### config.mk
export PLATFORM = sky130hd
export DESIGN_NAME = xc_aessub_unit
export DESIGN_NICKNAME = d
export VERILOG_FILES = /design/src/rtl/xc_aes_pkg.sv /design/src/rtl/xc_aes_sbox.sv /design/src/rtl/xc_aessub_unit.sv
export SDC_FILE = /design/constraint.sdc
export NUM_CORES = 1
export LEC_CHECK = 0
export ABC_CLOCK_PERIOD_IN_PS = 28700
export CORE_MARGIN = 4
export CORE_UTILIZATION = 33
export CTS_BUF_LIST = sky130_fd_sc_hd__clkbuf_2 sky130_fd_sc_hd__clkbuf_4 sky130_fd_sc_hd__clkbuf_8
export DETAILED_ROUTE_END_ITERATION = 16
export DONT_BUFFER_PORTS = 1
export PLACE_DENSITY = 0.56
export SKIP_CTS_REPAIR_TIMING = 1
export SLEW_MARGIN = 15
export SYNTH_ARGS = -nofsm -noshare
export SYNTH_HDL_FRONTEND = slang
export SYNTH_HIERARCHICAL = 1
export SYNTH_SLANG_ARGS = --single-unit
### constraint.sdc
create_clock -name clock -period 28.7 [get_ports clock]
set_input_delay 7.175 -clock clock [delete_from_list [all_inputs] [get_ports clock]]
set_output_delay 7.175 -clock clock [all_outputs]
set_load 0.03 [all_outputs]
### src/rtl/xc_aes_pkg.sv
// Shared types and helpers for the AES byte-substitution unit: FSM states,
// the per-byte operand source map and the result rotation.
package xc_aes_pkg;

    typedef enum logic [1:0] {
        IDLE = 2'd0,
        BUSY = 2'd1,
        DONE = 2'd2
    } state_t;

    // Bit i set means result byte i is taken from rs2, clear means rs1.
    localparam logic [3:0] BYTE_FROM_RS2 = 4'b1010;
    localparam int         ROT_AMT       = 8;

    function automatic logic [7:0] select_byte(input logic [31:0] a,
                                               input logic [31:0] b,
                                               input logic [1:0]  idx);
        logic [31:0] src;
        src = BYTE_FROM_RS2[idx] ? b : a;
        return src[{idx, 3'b000} +: 8];
    endfunction

    function automatic logic [31:0] rotate_result(input logic [31:0] w,
                                                  input logic        en);
        return en ? {w[31-ROT_AMT:0], w[31:32-ROT_AMT]} : w;
    endfunction

endpackage

### src/rtl/xc_aes_sbox.sv
// Combinational AES S-box, forward (i_enc=1) or inverse (i_enc=0), built from
// the GF(2^8) multiplicative inverse and the affine transform.
module xc_aes_sbox (
    input  logic [7:0] i_byte,
    input  logic       i_enc,
    output logic [7:0] o_byte
);

    function automatic logic [7:0] gf_mul(input logic [7:0] a, input logic [7:0] b);
        logic [7:0] p;
        logic [7:0] aa;
        p  = '0;
        aa = a;
        for (int i = 0; i < 8; i++) begin
            if (b[i]) p = p ^ aa;
            aa = {aa[6:0], 1'b0} ^ (aa[7] ? 8'h1b : 8'h00);
        end
        return p;
    endfunction

    // x^254 is the field inverse, and maps 0 to 0 as AES requires.
    function automatic logic [7:0] gf_inv(input logic [7:0] x);
        logic [7:0] x2, x3, x12, x15, x240;
        x2   = gf_mul(x, x);
        x3   = gf_mul(x2, x);
        x12  = gf_mul(gf_mul(x3, x3), gf_mul(x3, x3));
        x15  = gf_mul(x12, x3);
        x240 = gf_mul(x15, x15);
        x240 = gf_mul(x240, x240);
        x240 = gf_mul(x240, x240);
        x240 = gf_mul(x240, x240);
        return gf_mul(gf_mul(x240, x12), x2);
    endfunction

    function automatic logic [7:0] rotl8(input logic [7:0] v, input int n);
        logic [15:0] d;
        d = {v, v} << n;
        return d[15:8];
    endfunction

    function automatic logic [7:0] affine(input logic [7:0] v);
        return v ^ rotl8(v, 1) ^ rotl8(v, 2) ^ rotl8(v, 3) ^ rotl8(v, 4) ^ 8'h63;
    endfunction

    function automatic logic [7:0] inv_affine(input logic [7:0] v);
        return rotl8(v, 1) ^ rotl8(v, 3) ^ rotl8(v, 6) ^ 8'h05;
    endfunction

    always_comb begin
        o_byte = '0;
        if (i_enc) o_byte = affine(gf_inv(i_byte));
        else       o_byte = gf_inv(inv_affine(i_byte));
    end

endmodule

### src/rtl/xc_aessub_unit.sv
// Packed AES SubBytes unit. Default build shares one S-box over four cycles;
// defining XC_AESSUB_FAST_EN uses four S-boxes and answers combinationally.
module xc_aessub_unit
    import xc_aes_pkg::*;
(
    input  logic        clock,
    input  logic        reset,
    input  logic        valid,
    input  logic [31:0] rs1,
    input  logic [31:0] rs2,
    input  logic        enc,
    input  logic        rot,
    output logic        ready,
    output logic [31:0] result
);

`ifdef XC_AESSUB_FAST_EN

    logic [31:0] w_sub;

    for (genvar g = 0; g < 4; g++) begin : gSbox
        xc_aes_sbox u_sbox (
            .i_byte (select_byte(rs1, rs2, 2'(g))),
            .i_enc  (enc),
            .o_byte (w_sub[8*g +: 8])
        );
    end

    assign ready  = valid;
    assign result = valid ? rotate_result(w_sub, rot) : '0;

`else

    state_t      r_state;
    state_t      w_next_state;
    logic [1:0]  r_cnt;
    logic [31:0] r_rs1;
    logic [31:0] r_rs2;
    logic        r_enc;
    logic        r_rot;
    logic [31:0] r_result;
    logic [7:0]  w_sbox_in;
    logic [7:0]  w_sbox_out;
    logic        w_sbox_enc;

    always_comb begin
        w_next_state = r_state;
        case (r_state)
            IDLE:    if (valid) w_next_state = BUSY;
            BUSY:    if (!valid) w_next_state = IDLE;
                     else if (r_cnt == 2'd3) w_next_state = DONE;
            DONE:    w_next_state = IDLE;
            default: w_next_state = IDLE;
        endcase
    end

    // Byte 0 comes straight from the live inputs so the operands only need
    // to be latched once; later bytes come from the latched copies.
    always_comb begin
        w_sbox_in  = select_byte(r_rs1, r_rs2, r_cnt);
        w_sbox_enc = r_enc;
        if (r_state == IDLE) begin
            w_sbox_in  = select_byte(rs1, rs2, 2'd0);
            w_sbox_enc = enc;
        end
    end

    xc_aes_sbox u_sbox (
        .i_byte (w_sbox_in),
        .i_enc  (w_sbox_enc),
        .o_byte (w_sbox_out)
    );

    always_ff @(posedge clock) begin
        if (reset) begin
            r_state  <= IDLE;
            r_cnt    <= '0;
            r_rs1    <= '0;
            r_rs2    <= '0;
            r_enc    <= 1'b0;
            r_rot    <= 1'b0;
            r_result <= '0;
        end else begin
            r_state <= w_next_state;
            case (r_state)
                IDLE: begin
                    if (valid) begin
                        r_rs1    <= rs1;
                        r_rs2    <= rs2;
                        r_enc    <= enc;
                        r_rot    <= rot;
                        r_cnt    <= 2'd1;
                        r_result <= {24'b0, w_sbox_out};
                    end
                end
                BUSY: begin
                    if (valid) begin
                        r_result[{r_cnt, 3'b000} +: 8] <= w_sbox_out;
                        r_cnt <= r_cnt + 2'd1;
                    end
                end
                default: ;
            endcase
        end
    end

    assign ready  = (r_state == DONE);
    assign result = ready ? rotate_result(r_result, r_rot) : '0;

`endif

endmodule

==> Word level (Yosys, flattened, before mapping) <==
Cells that the tools add are included.
{ "totals": {"reg_bits": 102, "elab_cells": 863, "in_bits": 69, "output_inout_bits": 33} }
{ "classes": {"n_eq_ne": 6, "reduce_logical": 5, "bitwise_logic": 316, "magnitude_cmp": 1, "shift": 3, "n_mux": 523, "addsub": 2} }
{ "op_table": {"columns": ["op", "n"], "rows": [
  ["$mux 8", 353],
  ["$xor 8x8->8", 312],
  ["$mux 5", 154],
  ["$mux 32", 5],
  ["$pmux 32 s2", 1],
  ["$bwmux 32", 1],
  ["$shift 8x7->32 const A", 1],
  ["$shiftx 32x6->8", 1],
  ["$shiftx 8x7->32", 1],
  ["$xor 8x5->8", 2],
  ["$mux 2", 4],
  ["$pmux 2 s2", 2],
  ["$neg 5->7", 1],
  ["$eq 2x2->1 const B", 2],
  ["$ne 2x2->1 const B", 2],
  ["$not 4->4", 1],
  ["$reduce_and 2->1", 2],
  ["$lt 2x3->1 const B", 1],
  ["$ne 3x3->1 const B", 1],
  ["$reduce_and 3->1", 1],
  ["$add 2x1->2 const B", 1],
  ["$bmux 1 s2", 1],
  ["$eq 2x1->1 const B", 1],
  ["$logic_not 2->1", 1],
  ["3 further kinds", 4]
]} }

==> Longest topological paths before layout <==
Gate-level depths: netlist (run 1).
{ "depth": {"ltp_word": 268, "depth_mapped": 87, "ltp_nobuf": 71} }

==> By module <==
The synthesis (run 1) kept the hierarchy.
{ "modules_own_cells": {"columns": ["mod", "n_inst", "seq_area_each_um2", "area_per_inst_um2", "cells_per_inst"], "rows": [
  ["xc_aes_sbox", 1, 0.0, 23651.4, 2928],
  ["xc_aessub_unit", 1, 1401.3, 3668.5, 435]
]} }

==> Worst setup path after synthesis (run 1) <==
No wires, ideal clock.
{ "synth_timing": {"kind": "input to register", "from": "in rs1[7]", "to": "reg r_result[28]", "required_ps": 28608, "cell_stages": 80, "arrival_ps": 25743, "n_path_buf": 14, "setup_slack_ps": 2864, "setup_time_ps": 92, "cell_sequence": "mux2_1 buf_4 buf_6 xnor2_1 xnor2_1 inv_1 ha_1 buf_1 xnor2_1 nor3_1 a21oi_1 xnor3_1 xnor3_1 buf_2 o21ai_0 xnor3_1 xnor2_1 xor3_1 (+44 left out) xnor2_1 xor2_1 xnor3_1 xnor3_1 and2_1 a221oi_1 xnor3_1 xnor2_2 xnor3_1 buf_2 xnor3_1 nor2_1 xnor2_1 xnor3_1 mux2i_1 nor2b_1 nand3_1 o32ai_1"} }
{ "synth_between": {"elab_cells_between_ends": 819, "classes_between": "1 x shift; 502 x mux; 316 x bitwise"} }
{ "synth_rtl": {"columns": ["element", "line_no", "rtl"], "rows": [
  ["start, declared", "xc_aessub_unit.sv:9", "input logic [31:0] rs1,"],
  ["$mux 8 *", "xc_aessub_unit.sv:62", "if (r_state == IDLE) begin"],
  ["$mux 5 / $mux 8 (equally long branches)", "xc_aes_sbox.sv:16, xc_aes_sbox.sv:15", null],
  ["$xor 8x8->8 / $mux 8 (equally long branches)", "xc_aes_sbox.sv:16, xc_aes_sbox.sv:51", null],
  ["$xor 8x8->8", "xc_aes_sbox.sv:15", "if (b[i]) p = p ^ aa;"],
  ["$mux 8", "xc_aes_sbox.sv:15", null],
  ["$mux 8", "xc_aes_sbox.sv:51", "if (i_enc) o_byte = affine(gf_inv(i_byte));"],
  ["$xor 8x8->8", "xc_aes_sbox.sv:15", null],
  ["$mux 8", "xc_aes_sbox.sv:15", null],
  ["(+245 left out)", null, null],
  ["$mux 8", "xc_aes_sbox.sv:51", null],
  ["$xor 8x8->8 (4 in a row)", "xc_aes_sbox.sv:42", "return v ^ rotl8(v, 1) ^ rotl8(v, 2) ^ rotl8(v, 3) ^ rotl8(v, 4) ^ 8'h63;"],
  ["$mux 8 *", "xc_aes_sbox.sv:51", null],
  ["net w_sbox_out[4]", "xc_aessub_unit.sv:43", "logic [7:0] w_sbox_out;"],
  ["$shiftx 8x7->32 *", "xc_aessub_unit.sv:98", "r_result[{r_cnt, 3'b000} +: 8] <= w_sbox_out;"],
  ["$bwmux 32 *", "xc_aessub_unit.sv:98", null],
  ["$mux 32 *", "xc_aessub_unit.sv:97", "if (valid) begin"],
  ["$pmux 32 s2 *", "xc_aessub_unit.sv:85", "case (r_state)"],
  ["end signal, assigned", "xc_aessub_unit.sv:93", "r_result <= {24'b0, w_sbox_out};"],
  ["end signal, assigned by index", "xc_aessub_unit.sv:98", null],
  ["end, declared", "xc_aessub_unit.sv:41", "logic [31:0] r_result;"]
]} }
The timed path passes the listed nets; every way through them passes the cells marked *. The select of a mux whose other input is x is not followed.
A chain may end at the register's enable or synchronous reset.

==> Final worst setup path (run 1) <==
{ "layout_timing": {"from": "in rs1[1]", "to": "reg r_result[4]"} }
{ "layout_between": {"elab_cells_between_ends": 819, "classes_between": "1 x shift; 502 x mux; 316 x bitwise"} }
{ "layout_rtl": {"columns": ["element", "line_no"], "rows": [
  ["$mux 8 *", "xc_aessub_unit.sv:62"],
  ["$xor 8x8->8 / $mux 8 (equally long branches)", "xc_aes_sbox.sv:16, xc_aes_sbox.sv:15"],
  ["$xor 8x8->8 / $mux 8 (equally long branches)", "xc_aes_sbox.sv:15, xc_aes_sbox.sv:51"],
  ["$mux 8 / $xor 8x8->8 (equally long branches)", "xc_aes_sbox.sv:15"],
  ["$mux 8 (on tied branches)", "xc_aes_sbox.sv:51, xc_aes_sbox.sv:15"],
  ["$xor 8x8->8 / $mux 8 (equally long branches)", "xc_aes_sbox.sv:15, xc_aes_sbox.sv:51"],
  ["$mux 8 / $xor 8x8->8 (equally long branches)", "xc_aes_sbox.sv:15"],
  ["$mux 8 (on tied branches)", "xc_aes_sbox.sv:51, xc_aes_sbox.sv:15"],
  ["(+245 left out)", null],
  ["$xor 8x8->8 / $mux 8 (equally long branches)", "xc_aes_sbox.sv:42, xc_aes_sbox.sv:51"],
  ["$xor 8x8->8 (2 in a row)", "xc_aes_sbox.sv:42"],
  ["$mux 8 *", "xc_aes_sbox.sv:51"],
  ["net w_sbox_out[4]", "xc_aessub_unit.sv:43"],
  ["$shiftx 8x7->32", "xc_aessub_unit.sv:98"],
  ["$bwmux 32", "xc_aessub_unit.sv:98"],
  ["$mux 32", "xc_aessub_unit.sv:97"],
  ["$pmux 32 s2 *", "xc_aessub_unit.sv:85"]
]} }
Marked as above.

==> flow_summary.yaml, run 1 <==
run_status:
  outcome: "complete, no violations"
worst_setup_path:
  cp_data_required_time_ns: 28.98
  worst_ep_arrival_time_ns: 27.30
  crit_family: "XOR/XNOR gates"
  setup.worst_path.start_class: "primary input"
  critPathSlowestCell: "xnor3_1"
  worst_setup_path_end_kind: "flop"
  crit_path_frequent_cell: "xnor2_1"
  timing_worst_setup_path_type: "primary input to flop"
  cp.buffers_inverters: 6
  worst-path-max-fanout: 29
  timing.critical_path.slowest_cell_delay_ns: 0.90
cts:
  cts.path.max_buffers: 2
  cts_root_buf: "clkbuf_8"
  cts.reportedPaths.clkPinSlew_ns: 0.08
  cts-buffers-inserted: 9
  cts_htree_levels: 3
  cts.sink_count: 70
  cts_tree: "built"
  clk_latency_ns: 0.36
finish:
  final_design_area_no_fill_um2: 28580
  fin_nets: 3362
  commonest_non_fill_non_tap_cell_in_the_layout: "xnor2_1"
  diodes: 0
  layout.area.seq_um2: 1403
  areaGrowthSynthToFinish_pct: 4.621
  drive_above_1_share_pct: 11.63
  nFillCells: 8544
  most-common-layout-cells: "xnor2_1 (499), nor2_1 (389), nand2_1 (363)"
  multiInputGateArea_um2: 24320
floorplanning:
  core_region_area_um2: 82110
  die_h_um: 295.7
  design.portCount: 102
  die_area_um2: 87460
  core.rowCount: 105
  floorplan.die.width_um: 295.7
  initial_utilization_pct: 33.27
sta:
  worstMarginPinSlew_ns: 1.124
  post-route-period-util_pct: 94.14
  whs_ns: 0.4518
  finalSetupViolations: 0
  final_hold_fails: 0
  timing_max_transition_violations_final: 0
  worst_clock_skew_ns: 0.01495
  setup_repair_after_global_routing_missed_its_margin: "no"
  max_clock_freq_mhz: 37.01
  post-route-min-period_ns: 27.02
  worst_slew_margin_rel_pct: 25.01
  tns_ns: 0
synth:
  ys.flop_type: "dfxtp_1"
  yosysSeqAreaShare_pct: 5.129
  synthesis.area_um2: 27320
  synth.net_count: 3454
  syn_inst: 3363
  avg_cell_area_syn_um2: 8.124
  ys.warnings.count: 6
  synth-edff-count: 0
  synth-async-reset-ratio_pct: 0
  ys_seq_elements: 70
  synth_cell_types: 138
detailed_routing:
  drtIter0Drc: 1666
  overall_routed_net_length_mm: 74.10
  ant_nets: 0
  drc: 0
  first_pass_iters: 5
  vias_per_cell: 5.282
  avgRoutedWirePerCell_um: 17.05
  detailroute.via_count: 22960
global_route:
  first_global_vias: 21230
  grt_first_pass_wirelength_mm: 119.8
  grt_overflow_total: 0
  antenna_found_initial: 0
  grt_max_degree: 72
  grt.total_usage_pct: 16.40
job:
  maxCapViolCount: 0
place:
  gp_routability_congestion: 0.8358
  place_hpwl_mm: 55.18
  port_bufs: 0
  place_area_um2: 28370
min_path:
  hold_path_class: "flop to flop"
state kept, by name (all words and copies together), names as in the netlist:
| signal | cells |
|---|---|
| r_state | 2 |
| r_rot | 1 |
| r_enc | 1 |
| r_rs2 | 16 |
| r_cnt | 2 |
| r_result | 32 |
| r_rs1 | 16 |
routing by layer:
metal	wire, um	GRT usage [%]
met4	771	1.950
met3	2355	0.7863
met5	0	0
met1	36930	24.51
met2	34040	26.94
metrics by stage:
| stage | std cells | setup WS [ns] | utilization, % |
|---|---|---|---|
| floorplan | 3363 | 2.864 | - |
| global placement | 4330 | 1.365 | 34.55 |
| detailed placement | 4330 | 1.421 | 34.55 |
| CTS | 4346 | 1.712 | 34.80 |
| global route | 4346 | 0.1974 | 34.81 |
| finish | 4346 | 1.681 | 34.81 |
worst reg2reg max path: cells and delay by family (launching register included):
family	cells	cell delay, ns
AOI/OAI and AO/OA	12	2.72
xor gates and xnor gates	31	11.17
adders and majority gates	3	1.28
buffers and inverters	6	1.35
DFF	1	0.82
muxes	6	1.87
and+or+nand+nor	10	2.34
synth_stat cells, drive strengths merged (16+ instances only):
library cell / count / area [um2]
xnor2: 582 / 5751
nor2: 391 / 1478
nand2: 364 / 1383
xor2: 214 / 2137
xnor3: 163 / 3677
a21oi: 152 / 787.0
buf: 151 / 1026
mux2i: 151 / 1528
o21ai: 126 / 638.1
nand3: 91 / 455.4
clkbuf: 85 / 327.8
nor3: 75 / 375.4
inv: 72 / 272.8
dfxtp: 70 / 1401
nor2b: 42 / 262.8
mux2: 35 / 394.1
a211oi: 33 / 252.7
o22ai: 31 / 200.2
nand2b: 29 / 181.4
and2: 27 / 172.7
and3: 27 / 173.9
xor3: 27 / 648.1
a22oi: 26 / 209.0
a31oi: 22 / 143.9
ha: 22 / 275.3
a221oi: 20 / 230.2
or3: 20 / 125.1
o211ai: 18 / 145.1
o32ai: 18 / 157.7
or2: 18 / 112.6
a21o: 16 / 121.4
worst paths after layout:
kind | startpoint | to | slack [ns] | cells past startpoint
max | rs1[1] | r_result[4] | 1.68 | 67
max reg2reg | r_cnt[1] | r_result[4] | 7.07 | 68
min | r_enc | r_enc | 0.45 | 2
min reg2reg | r_enc | r_enc | 0.45 | 2
kinds of logic (layout without fill, tap and decap cells):
logic type               Yosys count  after routing  share of synthesized area [%]
AND/OR/NAND/NOR                 1159           1159                          19.54
AO/OA/AOI/OAI                    614            614                          15.70
XOR/XNOR                         986            986                          44.70
buffers and inverters            316            229                          6.146
multiplexers                     194            194                          7.694
adder cells (fa/ha/maj)           24             24                          1.081
flip-flops                        70             70                          5.129
area by class of cell:
type / count / share of cell area, %
Tap cell: 1070 / 4.684
Multi-Input combinational cell: 2977 / 85.10
Clock inverter: 6 / 0.2451
Inverter: 76 / 1.007
Timing Repair Buffer: 137 / 3.598
Clock buffer: 10 / 0.4596
Sequential cell: 70 / 4.907
Power of run 1 is left out: the tool's default activity adds up to more than one toggle a clock period on the data nets, which glitch-free logic cannot reach.
==> run 2: changes to the inputs <==
Settings changed: ABC_CLOCK_PERIOD_IN_PS 28700 to 23700, PLACE_DENSITY 0.56 to 0.57.
Clock period 28.7 ns to 23.7 ns, I/O delays scaled along.
==> run 2 against run 1 <==
Compared with the run above:
- register-to-register slack worse by 2.0 ns
- worst setup slack lost 0.79 ns
- non-clock buffer count rose by 158
- global-route usage increased by 0.39 points
- cell count increased by 3.6%
- cell area up 7.4%
- first-iteration DRC count fell by 4.7%
==> flow_summary.yaml, run 2 (synthesis gave the netlist of run 1 again) <==
run_status:
  outcome: "complete, no violations"
global_route:
  grt_first_pass_wirelength_mm: 123.0
  antenna_found_initial: 0
  grt_overflow_total: 0
  first_global_vias: 22320
  grt_max_degree: 72
  grt.total_usage_pct: 16.79
sta:
  post-route-period-util_pct: 96.23
  final_hold_fails: 0
  finalSetupViolations: 0
  worstMarginPinSlew_ns: 1.041
  worst_slew_margin_rel_pct: 30.09
  layout_setup_ws_ns: 0.8947
  post-route-min-period_ns: 22.81
  whs_ns: 0.4496
  max_clock_freq_mhz: 43.85
  worst_clock_skew_ns: 0.01143
  timing_max_transition_violations_final: 0
place:
  pre_cts_slack_ns: -0.5217
  place_hpwl_mm: 57.67
  gp_routability_congestion: 0.8619
  post-place-cells: 4462
  port_bufs: 0
worst_setup_path:
  cp_data_required_time_ns: 23.96
  setup.worst_path.start_class: "primary input"
  timing.critical_path.slowest_cell_delay_ns: 0.49
  worstReg2RegEnd: "r_result[30]"
  critPathSlowestCell: "xor3_4"
  worst_setup_path_end_kind: "flop"
  reg2reg_setup_slack_ns: 5.03
  timing_worst_setup_path_type: "primary input to flop"
  worst-path-max-fanout: 14
  crit_path_frequent_cell: "xnor3_1"
  worst_ep_arrival_time_ns: 23.07
  r2r.worst_path.cells: 66
  reg2reg_from: "r_cnt[1]"
min_path:
  worstHoldPathCells: 2
  hold_path_class: "flop to flop"
  hold_path.startpoint: "r_rs2[14]"
  worst_hold_endpoint: "r_rs2[14]"
floorplanning:
  floorplan.die.width_um: 295.7
  design.portCount: 102
  die_area_um2: 87460
  core.rowCount: 105
  die_h_um: 295.7
  initial_utilization_pct: 33.27
  core_region_area_um2: 82110
finish:
  commonest_non_fill_non_tap_cell_in_the_layout: "xnor2_1"
  drive_above_1_share_pct: 18.85
  most-common-layout-cells: "xnor2_1 (453), nor2_1 (388), nand2_1 (363)"
  fin_nets: 3520
  largest_register_ffs: 32
  regMostFlops: "r_result"
  final_std_cells_w_o_fill: 4503
  largestRegisters: "r_result (32), r_rs1 (16), r_rs2 (16)"
  diodes: 0
  areaGrowthSynthToFinish_pct: 12.41
detailed_routing:
  drtIter0Drc: 1588
  ant_nets: 0
  avgRoutedWirePerCell_um: 16.83
  detailroute.via_count: 23780
  vias_per_cell: 5.281
  first_pass_iters: 6
  drc: 0
  overall_routed_net_length_mm: 75.78
cts:
  cts-buffers-inserted: 9
  cts.reportedPaths.clkPinSlew_ns: 0.08
  cts_root_buf: "clkbuf_8"
  cts_htree_levels: 3
  cts.path.max_buffers: 2
  cts_tree: "built"
  clk_latency_ns: 0.37
  cts.sink_count: 70
job:
  maxCapViolCount: 0
run 2: cell types whose count changed in the layout (fill, tap and decap cells not counted), moves of 13 or more:
cell / change
xnor3_1: -16
xor2_1: -21
xnor2_2: +33
xnor2_4: +13
buf_4: +150
xnor2_1: -46
xnor3_2: +16
xor2_2: +14
run 2: area by class of cell:
cell class	instances	area [um2]
clock buffers	9	123.9
flip-flops and latches	70	1403
fillers	8433	51400
multi-input cells	2977	25190
clock inverters	6	71.32
repair buffers	295	2296
well taps	1070	1339
inverters	76	287.8
run 2: worst max-delay path by stage:
stage	slack (ns)	end	from	depth (start not counted)
finish	0.89	r_result[30]	rs1[7]	65
global route	-0.11	r_result[24]	rs1[7]	67
CTS	-0.26	r_result[12]	rs1[4]	64
detailed placement	-0.52	r_result[12]	rs1[4]	64
global placement	-0.51	r_result[13]	rs1[4]	63
floorplan	0.01	r_result[28]	rs1[5]	82
run 2: routing by layer:
layer,global-route usage [%],wire [um],up-vias,part of all wire (%)
li1,-,-,11790,-
met1,24.51,36430,11370,48
met2,28.30,35760,574,47
met3,0.7863,2913,50,3.8
met4,2.033,681,0,0.90
met5,0,0,-,0
run 2: worst max-delay path: cells and delay by family:
kind,cells,cell delay [ns]
buf+inv,8,1.41
xor+xnor,29,8.88
fa+ha+maj,3,1.11
simple gates,12,2.68
compound gates,11,2.53
mux,2,0.51
run 2: stage by stage:
step / utilization (%) / area, um2 / setup TNS [ns]
final: 37.40 / 30710 / 0
after global routing: 37.40 / 30710 / -0.6523
after global placement: 35.95 / 29520 / -10.74
after floorplan: - / 27430 / 0
after CTS: 36.19 / 29710 / -3.368
after detailed placement: 35.95 / 29520 / -10.37
Power of run 2 is left out for the same reason.
